===== src/rtl/usrt_pkg.sv =====
// Shared definitions for the USRT receive path: FSM encoding, frame defaults,
// parity mode constants and the idle line level.
package usrt_pkg;

    typedef enum logic [1:0] {
        ST_IDLE   = 2'd0,
        ST_DATA   = 2'd1,
        ST_PARITY = 2'd2,
        ST_STOP   = 2'd3
    } rx_state_e;

    localparam int   DEFAULT_DATA_BITS = 8;
    localparam logic PAR_MODE_EVEN     = 1'b0;
    localparam logic PAR_MODE_ODD      = 1'b1;
    localparam logic LINE_IDLE         = 1'b1;

    // Expected parity bit; zero-extended data does not disturb the XOR.
    function automatic logic calc_parity(input logic [7:0] data, input logic odd_mode);
        return (^data) ^ odd_mode;
    endfunction

endpackage


===== src/rtl/usrt_rx_if.sv =====
// Push/full handshake between the USRT receiver and the RX data register.
interface usrt_rx_if;
    logic [7:0] o_Data;
    logic       o_Push;
    logic       i_Full;

    modport master (output o_Data, output o_Push, input i_Full);
    modport slave  (input o_Data, input o_Push, output i_Full);
endinterface


===== src/rtl/usrt_sync_edge.sv =====
// Multi-stage synchroniser with a registered one-cycle rising-edge strobe.
module usrt_sync_edge
    import usrt_pkg::*;
#(
    parameter int SYNC_STAGES = 2
) (
    input  logic clk,
    input  logic reset,
    input  logic din,
    output logic rise
);

    logic [SYNC_STAGES-1:0] chain_r;
    logic                   prev_r;
    logic                   rise_r;

    // Synchroniser chain, edge history and registered strobe.
    always_ff @(posedge clk) begin
        if (reset) begin
            chain_r <= {SYNC_STAGES{LINE_IDLE}};
            prev_r  <= LINE_IDLE;
            rise_r  <= 1'b0;
        end else begin
            chain_r <= {chain_r[SYNC_STAGES-2:0], din};
            prev_r  <= chain_r[SYNC_STAGES-1];
            rise_r  <= ~prev_r & chain_r[SYNC_STAGES-1];
        end
    end

    assign rise = rise_r;

endmodule


===== src/rtl/usrt_rx.sv =====
// USRT serial receive engine: samples data on externally clocked Sclk rises,
// deserialises start/data/parity/stop and pushes good bytes to the RX register.
module usrt_rx
    import usrt_pkg::*;
#(
    parameter int DATA_BITS   = DEFAULT_DATA_BITS,
    parameter int PARITY_EN   = 0,
    parameter int PARITY_ODD  = 0,
    parameter int SYNC_STAGES = 2
) (
    input  logic             i_Pclk,
    input  logic             i_Reset,
    input  logic             i_Enable,
    input  logic             i_Sclk,
    input  logic             i_Rx,
    input  logic             i_Clr_Err,
    usrt_rx_if.master        rx_bus,
    output logic             o_Busy,
    output logic             o_Overrun,
    output logic             o_Frame_Err,
    output logic             o_Parity_Err
);

    localparam logic [2:0] LAST_BIT = 3'(DATA_BITS - 1);
    localparam logic       PAR_MODE = (PARITY_ODD != 0) ? PAR_MODE_ODD : PAR_MODE_EVEN;

    rx_state_e              state_r, next_state_s;
    logic [SYNC_STAGES-1:0] rx_sync_r;
    logic [DATA_BITS-1:0]   shift_r;
    logic [2:0]             bit_cnt_r;
    logic                   frame_bad_r;
    logic [7:0]             data_r;
    logic                   push_r, overrun_r, frame_err_r, parity_err_r;
    logic                   strobe_s, rx_s;
    logic                   cnt_clr_s, cnt_inc_s, shift_en_s, par_chk_s, stop_s;
    logic                   good_s, set_fe_s, set_pe_s, set_ov_s, push_s, par_bad_s;

    usrt_sync_edge #(.SYNC_STAGES(SYNC_STAGES)) u_sclk_sync (
        .clk   (i_Pclk),
        .reset (i_Reset),
        .din   (i_Sclk),
        .rise  (strobe_s)
    );

    // Data line chain of the same depth keeps rx aligned with the Sclk strobe.
    always_ff @(posedge i_Pclk) begin
        if (i_Reset) begin
            rx_sync_r <= {SYNC_STAGES{LINE_IDLE}};
        end else begin
            rx_sync_r <= {rx_sync_r[SYNC_STAGES-2:0], i_Rx};
        end
    end

    assign rx_s = rx_sync_r[SYNC_STAGES-1];

    // State register.
    always_ff @(posedge i_Pclk) begin
        if (i_Reset) begin
            state_r <= ST_IDLE;
        end else begin
            state_r <= next_state_s;
        end
    end

    // Next state and datapath controls; a dropped enable aborts regardless of strobe.
    always_comb begin
        next_state_s = state_r;
        cnt_clr_s    = 1'b0;
        cnt_inc_s    = 1'b0;
        shift_en_s   = 1'b0;
        par_chk_s    = 1'b0;
        stop_s       = 1'b0;
        if ((state_r != ST_IDLE) && !i_Enable) begin
            next_state_s = ST_IDLE;
        end else if (strobe_s) begin
            case (state_r)
                ST_IDLE: begin
                    if (!rx_s && i_Enable) begin
                        next_state_s = ST_DATA;
                        cnt_clr_s    = 1'b1;
                    end else begin
                        next_state_s = ST_IDLE;
                    end
                end
                ST_DATA: begin
                    shift_en_s = 1'b1;
                    if (bit_cnt_r == LAST_BIT) begin
                        next_state_s = (PARITY_EN != 0) ? ST_PARITY : ST_STOP;
                    end else begin
                        cnt_inc_s = 1'b1;
                    end
                end
                ST_PARITY: begin
                    par_chk_s    = 1'b1;
                    next_state_s = ST_STOP;
                end
                ST_STOP: begin
                    stop_s       = 1'b1;
                    next_state_s = ST_IDLE;
                end
                default: next_state_s = ST_IDLE;
            endcase
        end else begin
            next_state_s = state_r;
        end
    end

    assign par_bad_s = par_chk_s && (rx_s != calc_parity(8'(shift_r), PAR_MODE));
    assign good_s    = stop_s & rx_s & ~frame_bad_r;
    assign set_fe_s  = stop_s & ~rx_s;
    assign set_pe_s  = stop_s & rx_s & frame_bad_r;
    assign set_ov_s  = good_s & rx_bus.i_Full;
    assign push_s    = good_s & ~rx_bus.i_Full;

    // Shift register, bit counter, frame outcome and sticky error flags.
    always_ff @(posedge i_Pclk) begin
        if (i_Reset) begin
            shift_r      <= '0;
            bit_cnt_r    <= 3'd0;
            frame_bad_r  <= 1'b0;
            data_r       <= 8'd0;
            push_r       <= 1'b0;
            overrun_r    <= 1'b0;
            frame_err_r  <= 1'b0;
            parity_err_r <= 1'b0;
        end else begin
            if (cnt_clr_s) begin
                bit_cnt_r <= 3'd0;
            end else if (cnt_inc_s) begin
                bit_cnt_r <= bit_cnt_r + 3'd1;
            end
            if (cnt_clr_s) begin
                frame_bad_r <= 1'b0;
            end else if (par_bad_s) begin
                frame_bad_r <= 1'b1;
            end
            if (shift_en_s) begin
                shift_r <= {rx_s, shift_r[DATA_BITS-1:1]};
            end
            push_r <= push_s;
            if (push_s) begin
                data_r <= 8'(shift_r);
            end
            // A new error event outranks a coincident clear.
            if (set_ov_s)       overrun_r <= 1'b1;
            else if (i_Clr_Err) overrun_r <= 1'b0;
            if (set_fe_s)       frame_err_r <= 1'b1;
            else if (i_Clr_Err) frame_err_r <= 1'b0;
            if (set_pe_s)       parity_err_r <= 1'b1;
            else if (i_Clr_Err) parity_err_r <= 1'b0;
        end
    end

    assign rx_bus.o_Data = data_r;
    assign rx_bus.o_Push = push_r;
    assign o_Busy        = (state_r != ST_IDLE);
    assign o_Overrun     = overrun_r;
    assign o_Frame_Err   = frame_err_r;
    assign o_Parity_Err  = parity_err_r;

endmodule


===== src/flat_wrapper.sv =====
// flat-port wrapper written by rule: the top's interface ports become plain ports
module usrt_rx_flat import usrt_pkg::*;
#(
    parameter int DATA_BITS   = DEFAULT_DATA_BITS,
    parameter int PARITY_EN   = 0,
    parameter int PARITY_ODD  = 0,
    parameter int SYNC_STAGES = 2
)
  (i_Pclk, i_Reset, i_Enable, i_Sclk, i_Rx, i_Clr_Err, o_Busy, o_Overrun, o_Frame_Err, o_Parity_Err, rx_bus_o_Data, rx_bus_o_Push, rx_bus_i_Full);
  usrt_rx_if rx_bus_i ();
  input  logic i_Pclk;
  input  logic i_Reset;
  input  logic i_Enable;
  input  logic i_Sclk;
  input  logic i_Rx;
  input  logic i_Clr_Err;
  output logic o_Busy;
  output logic o_Overrun;
  output logic o_Frame_Err;
  output logic o_Parity_Err;
  output wire logic [$bits(rx_bus_i.o_Data)-1:0] rx_bus_o_Data;
  output wire logic [$bits(rx_bus_i.o_Push)-1:0] rx_bus_o_Push;
  input wire logic [$bits(rx_bus_i.i_Full)-1:0] rx_bus_i_Full;
  assign rx_bus_o_Data = rx_bus_i.o_Data;
  assign rx_bus_o_Push = rx_bus_i.o_Push;
  assign rx_bus_i.i_Full = rx_bus_i_Full;
  usrt_rx #(.DATA_BITS(DATA_BITS), .PARITY_EN(PARITY_EN), .PARITY_ODD(PARITY_ODD), .SYNC_STAGES(SYNC_STAGES)) u_core (.i_Pclk(i_Pclk), .i_Reset(i_Reset), .i_Enable(i_Enable), .i_Sclk(i_Sclk), .i_Rx(i_Rx), .i_Clr_Err(i_Clr_Err), .rx_bus(rx_bus_i), .o_Busy(o_Busy), .o_Overrun(o_Overrun), .o_Frame_Err(o_Frame_Err), .o_Parity_Err(o_Parity_Err));
endmodule

===== config.mk =====
export PLATFORM = sky130hd
export DESIGN_NAME = usrt_rx_flat
export DESIGN_NICKNAME = d
export VERILOG_FILES = /design/src/rtl/usrt_pkg.sv /design/src/rtl/usrt_rx_if.sv /design/src/rtl/usrt_sync_edge.sv /design/src/rtl/usrt_rx.sv /design/src/flat_wrapper.sv
export SDC_FILE = /design/constraint.sdc
export NUM_CORES = 1
export LEC_CHECK = 0
export BUFFER_PORTS_ARGS = -buffer_cell sky130_fd_sc_hd__clkbuf_2
export CELL_PAD_IN_SITES_DETAIL_PLACEMENT = 1
export CELL_PAD_IN_SITES_GLOBAL_PLACEMENT = 1
export CORE_ASPECT_RATIO = 0.5
export CORE_UTILIZATION = 30
export CTS_CLUSTER_DIAMETER = 150
export DETAILED_ROUTE_END_ITERATION = 10
export GPL_TIMING_DRIVEN = 0
export PLACE_DENSITY_LB_ADDON = 0.1
export RECOVER_POWER = 50
export SETUP_SLACK_MARGIN = 0.02
export SLEW_MARGIN = 20
export SYNTH_ARGS = -nofsm -noshare
export SYNTH_HDL_FRONTEND = slang
export SYNTH_HIERARCHICAL = 1
export SYNTH_SLANG_ARGS = --single-unit
export TNS_END_PERCENT = 10

===== constraint.sdc =====
create_clock -name i_Pclk -period 2.3 [get_ports i_Pclk]
set_clock_uncertainty 0.05 [all_clocks]
set_input_delay 0.23 -clock i_Pclk [delete_from_list [all_inputs] [get_ports i_Pclk]]
set_output_delay 0.23 -clock i_Pclk [all_outputs]
set_load 0.02 [all_outputs]

==> impl_metrics.yaml, run 1 <==
global_route:
  use_met1: 0.1403
  busiest_layer: "met2"
  grt_use_total: 0.1224
  grt_use_met3: 0.05957
  grt_pass1_vias: 978
  antenna_found_initial: 0
  grt_max_degree: 11
  overflow: 0
  grt_pass1_wl_mm: 4.485
  grt_use_met2: 0.2077
clocking:
  post_cts_buffers: 0
  h-tree-depth: 2
  clockBufferDepth: 2
  path_clk_slew_ns: 0.07
  clock-root-buffer: "clkbuf_8"
  clock-sinks: 32
  cts_tree: "done"
  cts_resized: 0
  cts_hold_buf: 0
  cts_buffers: 5
  clkLatencyLatePin_ns: 0.28
worst_setup_path:
  startpoint_type: "flip-flop"
  rr_endpoint: "u_core/rx_bus.o_Data[3]"
  r2r-start: "u_core/state_r[1]"
  arrival_ns: 2.05
  worst_r2r_path_depth: 6
  required_ns: 2.40
  slowest_delay_ns: 0.48
  cp-end-kind: "flip-flop"
  rrSetupSlack_ns: 0.36
  path_max_fanout: 8
  critical_path_class: "reg2reg"
  cp_slowest_cell: "nor3_4"
  crit_chain: "inv_1, ha_1, o2111ai_4, nor3_4, mux2i_1, nor2_1"
pwr:
  p_leak_nw: 0.6652
  power_mw: 1.035
  vdd_drop_max_uv: 180.0
  p_per_area_nw_per_um2: 647.2
synth:
  avgSynthCellArea_um2: 10.71
  synth_top_cell_by_area: "dfxtp_1"
  ys_top_cells_by_count: "dfxtp_1 (32), nor2_1 (22), mux2i_1 (20)"
  synth-seq-cells: 32
  synth_edf_count: 0
  synth_seq_area_share: 0.4710
  synth.net_count: 141
  synth-warning-count: 6
  syn_inst: 127
  synth-main-ff-cell: "dfxtp_1"
  netlist_area_um2: 1360
  yosysTopAreaCellShare: 0.4710
  ys_types: 30
  yosysMostFrequentCell: "dfxtp_1"
  synth_area_leaders: "dfxtp_1 (47%), mux2i_1 (15%), ha_1 (6.4%), nor2_1 (6.1%), o2111ai_4 (1.9%)"
  async_reset_ff_frac: 0
place:
  dpl_cell_area_um2: 1523
  place_ws_ns: 0.3265
  hpwl_mm: 1.833
  gp_congestion: 0.7841
  dp_cells: 200
  io_buffers: 19
timing:
  rsz0062_at_grt: "no"
  min_period_ns: 1.942
  timing.setup.tns_ns: 0
  holdWs_ns: 0.07638
  max_freq_mhz: 514.9
  max_slew.worst_pin.slew_ns: 0.5689
  maxSlewHeadroom: 0.6195
  slew_viol_final: 0
  final-setup-viol-count: 0
  hold_viol_final: 0
  worst_slack_ns: 0.3580
  period_share: 0.8443
floorplanning:
  ios: 20
  rows: 16
  die_x_um: 97.22
  core-area_um2: 4124
  start_util: 0.3298
  die_h_um: 49.61
  fp.dieArea_um2: 4823
layout:
  final_util: 0.3877
  fin_nets: 167
  n_antenna_cell: 0
  stdcell_count: 208
  seq_area_um2: 640.6
  fillers: 489
  multi_input_area_um2: 685.7
  syn2layout_area_growth_pct: 17.57
  drive_gt1_frac: 0.1364
  final_area_um2: 1599
worst_hold_path:
  min_path_cells: 2
  hp-start: "i_Sclk"
  hold-path-endpoint: "u_core/u_sclk_sync/chain_r[0]"
  hp-class: "in2reg"
routing:
  drc: 0
  postRouteWirelength_mm: 2.637
  drt_iter0_drc: 11
  vias: 959
  post_drt_wl_per_cell_um: 12.68
  routed_via_density: 4.611
  drt_pass1_iterations: 2
  antenna_left: 0
flow_run:
  cap_violations: 0
status:
  outcome: "finished clean"
metal layers:
layer | wire [µm] | vias up
met5 | 0 | -
met4 | 13 | 0
met3 | 95 | 2
met2 | 1173 | 10
met1 | 1354 | 461
li1 | - | 486
cell usage in the layout (no fill, tap or decap), types with 2 or more instances in the layout:
cell type  netlist  routed
or2_1            3       3
or2_2            4       4
clkbuf_2         0       6
xnor2_1          3       3
nand2b_1         2       2
clkbuf_1         3      16
inv_1            6       6
nor2b_1          2       2
dfxtp_1         32      32
clkinv_2         0       2
ha_1             7       7
nor2_1          22      22
mux2i_1         20      20
a21oi_1          3       3
nor4_1           2       2
o21ai_0          2       2
clkbuf_8         0       6
flip-flops by register name, summed over array words and instances, names as in the netlist, 2 cells and up:
register,flops
u_core/u_sclk_sync/chain_r,2
u_core/rx_bus.o_Data,8
u_core/rx_sync_r,2
u_core/state_r,2
u_core/bit_cnt_r,3
u_core/shift_r,8
where the power goes:
part	switching [mW]	internal (mW)	total, mW
registers	0.00296	0.558	0.561
clock network	0.204	0.239	0.443
logic	0.0197	0.0113	0.0310
worst max-delay path by stage:
stage | startpoint | endpoint | slack [ns] | cells after the start
finish | u_core/state_r[1] | u_core/rx_bus.o_Data[3] | 0.36 | 6
global route | u_core/state_r[0] | u_core/rx_bus.o_Data[5] | 0.18 | 6
CTS | u_core/state_r[1] | u_core/rx_bus.o_Data[6] | 0.32 | 6
detailed placement | u_core/state_r[1] | u_core/rx_bus.o_Data[6] | 0.33 | 6
global placement | u_core/state_r[1] | u_core/rx_bus.o_Data[6] | 0.37 | 6
floorplan | u_core/state_r[0] | u_core/rx_bus.o_Data[0] | 0.66 | 6
layout make-up:
cell class	count	share of cell area
Multi-Input combinational cell	86	0.4288
Sequential cell	32	0.4006
Clock inverter	2	0.006260
Buffer	3	0.007042
Timing Repair Buffer	19	0.04930
Inverter	6	0.01408
Clock buffer	6	0.05164
Tap cell	54	0.04225
cells by family after synthesis:
| family | Yosys count | share of synthesized area |
|---|---|---|
| DFF | 32 | 0.4710 |
| and+or+nand+nor | 43 | 0.1711 |
| muxes | 20 | 0.1472 |
| AOI/OAI and AO/OA | 10 | 0.06164 |
| xor gates and xnor gates | 6 | 0.05980 |
| adders and majority gates | 7 | 0.06439 |
| buffers and inverters | 9 | 0.02484 |
worst max-delay path: cells and delay by family (launching register included):
family                     cells  cell delay [ns]
muxes                          1             0.25
buffers and inverters          1             0.12
AOI/OAI and AO/OA              1             0.18
and+or+nand+nor                2             0.53
adders and majority gates      1             0.33
DFF                            1             0.35
Note: power is estimated with default switching activity, not from simulation.
==> inputs of run 2 (changes only) <==
- ABC_AREA: unset -> 1
- clock period: 2.3 -> 1.9 ns (I/O delays scaled with it)
==> run 2 against run 1 <==
Setup slack worse by 0.16 ns. Final area is 4.1% higher. First-iteration DRC count rose by 18%. Maximum frequency rose by 14%. Die area up 3.7%. Largest cell class unchanged. Critical endpoint is now u_core/bit_cnt_r[1]. Register-to-register slack got worse by 0.16 ns.
==> impl_metrics.yaml, run 2 <==
clocking:
  cts_hold_buf: 0
  clkLatencyLatePin_ns: 0.28
  h-tree-depth: 2
  clock-root-buffer: "clkbuf_8"
  path_clk_slew_ns: 0.06
  clockBufferDepth: 2
  cts_buffers: 5
  clock-sinks: 32
  post_cts_buffers: 0
  cts_resized: 0
  cts_tree: "done"
synth:
  synth_top_cell_by_area: "dfxtp_1"
  netlist_area_um2: 1411
  syn_inst: 183
  yosysTopAreaCellShare: 0.4539
  synth-main-ff-cell: "dfxtp_1"
  synth_seq_area_share: 0.4539
  synth-warning-count: 6
  ys_top_cells_by_count: "dfxtp_1 (32), nand2_1 (32), inv_1 (23), nor2_1 (23), a21oi_1 (21)"
  ys_types: 26
  synth-seq-cells: 32
  synth_edf_count: 0
  synth.net_count: 197
  async_reset_ff_frac: 0
  avgSynthCellArea_um2: 7.712
  synth_area_leaders: "dfxtp_1 (45%), nand2_1 (8.5%), a21oi_1 (7.4%), ha_1 (6.2%), inv_1 (6.1%)"
global_route:
  antenna_found_initial: 0
  overflow: 0
  grt_use_total: 0.1447
  grt_pass1_wl_mm: 5.278
  grt_max_degree: 11
  grt_pass1_vias: 1101
pwr:
  p_per_area_nw_per_um2: 805.4
  seq_power_share: 0.514
  power_mw: 1.341
  pwr-share-comb: 0.062
  clkPwrFrac: 0.424
  p_leak_nw: 0.7220
  vdd_drop_max_uv: 244.4
  p_sw_uw: 307.5
  switching_share: 0.2292
  internal-power_mw: 1.034
floorplanning:
  core-area_um2: 4467
  start_util: 0.3160
  rows: 17
  fp.dieArea_um2: 5000
  die_h_um: 50.50
  die_x_um: 99
  ios: 20
flow_run:
  cap_violations: 0
timing:
  period_share: 0.8968
  timing.setup.tns_ns: 0
  slew_viol_final: 0
  final-setup-viol-count: 0
  max_slew.worst_pin.slew_ns: 0.5104
  maxSlewHeadroom: 0.6597
  rsz0062_at_grt: "no"
  min_period_ns: 1.704
  max_freq_mhz: 586.9
  hold_viol_final: 0
worst_setup_path:
  startpoint_type: "flip-flop"
  required_ns: 2.03
  critical_path_class: "reg2reg"
  crit_chain: "inv_1, ha_1, inv_1, nand2_2, nand2_1, nor3_1, inv_1, nor2_1, nor2_1"
  cp_slowest_cell: "nor3_1"
  slowest_delay_ns: 0.39
  rrSetupSlack_ns: 0.20
  arrival_ns: 1.83
  cpMostUsedCell: "inv_1"
  path_max_fanout: 5
  cp-end-kind: "flip-flop"
routing:
  drc: 0
  antenna_left: 0
  drt_iter0_drc: 13
  post_drt_wl_per_cell_um: 11.33
  vias: 1189
  postRouteWirelength_mm: 3.025
  drt_pass1_iterations: 4
  routed_via_density: 4.453
status:
  outcome: "finished clean"
layout:
  fin_nets: 224
  drive_gt1_frac: 0.1190
  final_util: 0.3728
  mostFrequentLayoutCells: "nand2_1 (32), dfxtp_1 (32), inv_1 (24)"
  n_antenna_cell: 0
  stdcell_count: 267
  syn2layout_area_growth_pct: 18.00
place:
  io_buffers: 19
  hpwl_mm: 2.254
  gp_congestion: 0.7233
  dp_cells: 259
worst_hold_path:
  hp-class: "in2reg"
-- run 2: final timing paths --
check | from | end | cells after the start
max | u_core/state_r[0] | u_core/bit_cnt_r[1] | 9
min | i_Sclk | u_core/u_sclk_sync/chain_r[0] | 2
max reg2reg | u_core/state_r[0] | u_core/bit_cnt_r[1] | 9
min reg2reg | u_core/u_sclk_sync/prev_r | u_core/u_sclk_sync/rise | 1
-- run 2: worst max-delay path: cells and delay by family, from the launching register on --
kind | cells | cell delay (ns)
adder cells (fa/ha/maj) | 1 | 0.18
buffers and inverters | 3 | 0.31
flip-flops | 1 | 0.34
AND/OR/NAND/NOR | 5 | 0.71
-- run 2: per-layer routing --
metal,routed length (µm),part of all wire,vias to the layer above,track usage
met3,135,0.045,7,0.05014
met5,0,0,-,0
met1,1618,0.53,536,0.1877
met4,55,0.018,0,0.07463
li1,-,-,628,-
met2,1216,0.40,18,0.2133
-- run 2: cells by family (layout without fill, tap and decap cells) --
logic type	Yosys count	after routing	synth area share
xor+xnor	4	4	0.02483
simple gates	70	70	0.2225
compound gates	40	40	0.1480
flops	32	32	0.4539
fa+ha+maj	7	7	0.06205
buf+inv	30	57	0.08865
-- run 2: stage by stage --
stage	hold slack (ns)	setup WS [ns]	cell area [µm²]
floorplan	0.2371	0.3726	1411
global placement	0.3175	0.2294	1578
detailed placement	0.3214	0.1845	1578
CTS	0.01600	0.1784	1674
global route	0.02230	0.02461	1665
finish	0.02790	0.1961	1665
-- run 2: cell type report --
class                           count  area, µm²
Buffer                              5      31.28
Clock buffer                        7      96.34
Fill cell                         569       2801
Inverter                           25      93.84
Multi-Input combinational cell    121      645.6
Sequential cell                    32      640.6
Tap cell                           57      71.32
Timing Repair Buffer               20      86.33
-- run 2: power by group through the flow --
| stage | clock network (mW) | logic (mW) | registers (mW) |
|---|---|---|---|
| 6_report | 0.569 | 0.0826 | 0.690 |
| 5_1_grt | 0.634 | 0.0951 | 0.691 |
| 4_1_cts | 0.600 | 0.0850 | 0.690 |
| 3_5_place_dp | 0 | 0.0844 | 0.705 |
| 3_3_place_gp | 0 | 0.0825 | 0.705 |
| 2_1_floorplan | 0 | 0.0588 | 0.703 |
==> inputs of run 3 (changes only) <==
- BUFFER_PORTS_ARGS: -buffer_cell sky130_fd_sc_hd__clkbuf_2 -> -buffer_cell sky130_fd_sc_hd__buf_2
- SKIP_CTS_REPAIR_TIMING: unset -> 1
- clock period: 1.9 -> 1.4 ns (I/O delays scaled with it)
==> run 3 against run 2 <==
The flow now finishes with violations (setup timing). Setup slack lost 0.35 ns. Clock-buffer cell count is 1 lower. Combinational power is 77% higher. Sequential share of layout area down 3.4 points. Critical path type unchanged. Critical endpoint is now u_core/rx_bus.o_Data[0]. Largest cell class unchanged. Highest routed layer unchanged.
==> impl_metrics.yaml, run 3 (synthesis gave the netlist of run 2 again) <==
worst_setup_path:
  path_max_fanout: 5
  r2r-start: "u_core/state_r[0]"
  rrSetupSlack_ns: -0.15
  worst_r2r_path_depth: 10
  rr_endpoint: "u_core/rx_bus.o_Data[0]"
  cp-end-kind: "flip-flop"
  cp_slowest_cell: "dfxtp_4"
  required_ns: 1.51
  arrival_ns: 1.66
  startpoint_type: "flip-flop"
  critical_path_class: "reg2reg"
  slowest_delay_ns: 0.36
  cpMostUsedCell: "inv_4"
  crit_chain: "inv_4, ha_4, inv_4, nand2_4, inv_4, nor2_4, nand4_4, buf_8, a21oi_2, nor2_1"
timing:
  final-setup-viol-count: 16
  period_share: 1.109
  timing.setup.tns_ns: -1.260
  hold_viol_final: 0
  max_freq_mhz: 644.3
  maxSlewHeadroom: 0.6735
  slew_viol_final: 0
  rsz0062_at_grt: "yes"
  min_period_ns: 1.552
  max_slew.worst_pin.slew_ns: 0.4897
  worst_slack_ns: -0.1522
status:
  outcome: "finished, violations left"
  violations: "setup timing"
clocking:
  clock-root-buffer: "clkbuf_8"
  cts_tree: "done"
  path_clk_slew_ns: 0.07
  clockBufferDepth: 2
  h-tree-depth: 2
  clkLatencyLatePin_ns: 0.28
  cts_buffers: 5
  clock-sinks: 32
routing:
  vias: 1263
  post_drt_wl_per_cell_um: 12.05
  postRouteWirelength_mm: 3.338
  antenna_left: 0
  routed_via_density: 4.560
  drc: 0
  drt_pass1_iterations: 4
  drt_iter0_drc: 15
floorplanning:
  die_x_um: 99
  start_util: 0.3160
  ios: 20
  fp.dieArea_um2: 5000
  core-area_um2: 4467
  rows: 17
  die_h_um: 50.50
layout:
  mostFrequentLayoutCells: "nand2_1 (32), dfxtp_1 (28), nor2_1 (23)"
  n_antenna_cell: 0
  fin_nets: 233
  syn2layout_area_growth_pct: 30.85
  drive_gt1_frac: 0.2773
  final_common_cell: "nand2_1"
  final_area_um2: 1847
place:
  io_buffers: 19
  dpl_cell_area_um2: 1614
  gp_congestion: 0.7541
  hpwl_mm: 2.268
global_route:
  overflow: 0
  antenna_found_initial: 0
  grt_max_degree: 11
  grt_use_total: 0.1398
  grt_pass1_vias: 1185
  grt_pass1_wl_mm: 5.319
worst_hold_path:
  hp-class: "in2reg"
  hold-path-endpoint: "u_core/o_Parity_Err"
  min_path_cells: 4
  hp-start: "i_Clr_Err"
pwr:
  p_leak_nw: 0.8446
  vdd_drop_max_uv: 269.3
  power_mw: 1.813
  p_per_area_nw_per_um2: 981.7
flow_run:
  cap_violations: 0
==> run 3: changes by cell type in the layout (fill, tap and decap cells not counted), sizes merged <==
cell / change
clkbuf: -19
buf: +24
dlygate4sd3: +2
nand4: +1
clkinv: +2
==> run 3: critical path: cells and delay by family (launching register included) <==
kind                       cells  cell delay [ns]
and+or+nand+nor                4             0.41
DFF                            1             0.36
buffers and inverters          4             0.34
adders and majority gates      1             0.14
AOI/OAI and AO/OA              1             0.12
==> run 3: worst max-delay path by stage <==
stage / startpoint / to / slack, ns / cells past startpoint
after floorplan: u_core/state_r[1] / u_core/rx_bus.o_Data[0] / -0.04 / 10
after global placement: u_core/state_r[0] / u_core/rx_bus.o_Data[0] / -0.18 / 10
after detailed placement: u_core/bit_cnt_r[0] / u_core/bit_cnt_r[1] / -0.23 / 6
after CTS: u_core/bit_cnt_r[0] / u_core/bit_cnt_r[1] / -0.24 / 6
after global routing: u_core/state_r[0] / u_core/rx_bus.o_Data[0] / -0.28 / 10
final: u_core/state_r[0] / u_core/rx_bus.o_Data[0] / -0.15 / 10
==> run 3: metal layers <==
layer / vias to the layer above / GRT usage / routed length (µm)
met5: - / 0 / 0
met4: 0 / 0.03731 / 29
met3: 5 / 0.05432 / 115
met2: 14 / 0.2226 / 1408
met1: 592 / 0.1773 / 1785
li1: 652 / - / -
==> run 3: stage by stage <==
step                      hold WS [ns]  setup slack [ns]  utilization  std cells
final                          0.09341           -0.1522       0.4134        277
after floorplan                 0.1871          -0.03995            -        183
after global routing            0.1153           -0.2803       0.4134        277
after CTS                     -0.01507           -0.2391       0.3821        267
after detailed placement        0.2725           -0.2261       0.3613        259
after global placement          0.2661           -0.1766       0.3613        259
==> run 3: cell type report <==
| cell class | count | area [µm²] |
|---|---|---|
| well taps | 57 | 71.32 |
| repair buffers | 28 | 187.7 |
| flip-flops and latches | 32 | 648.1 |
| fillers | 550 | 2620 |
| inverters | 25 | 101.3 |
| plain buffers | 5 | 41.29 |
| multi-input cells | 122 | 704.4 |
| clock inverters | 2 | 10.01 |
| clock buffers | 6 | 82.58 |
==> run 3: where the power goes <==
part           internal [mW]  switching, mW  leakage (nW)  total, mW
logic                 0.0617         0.0843         0.532      0.146
clock network          0.392          0.337        0.0510      0.728
registers              0.926         0.0126         0.262      0.938
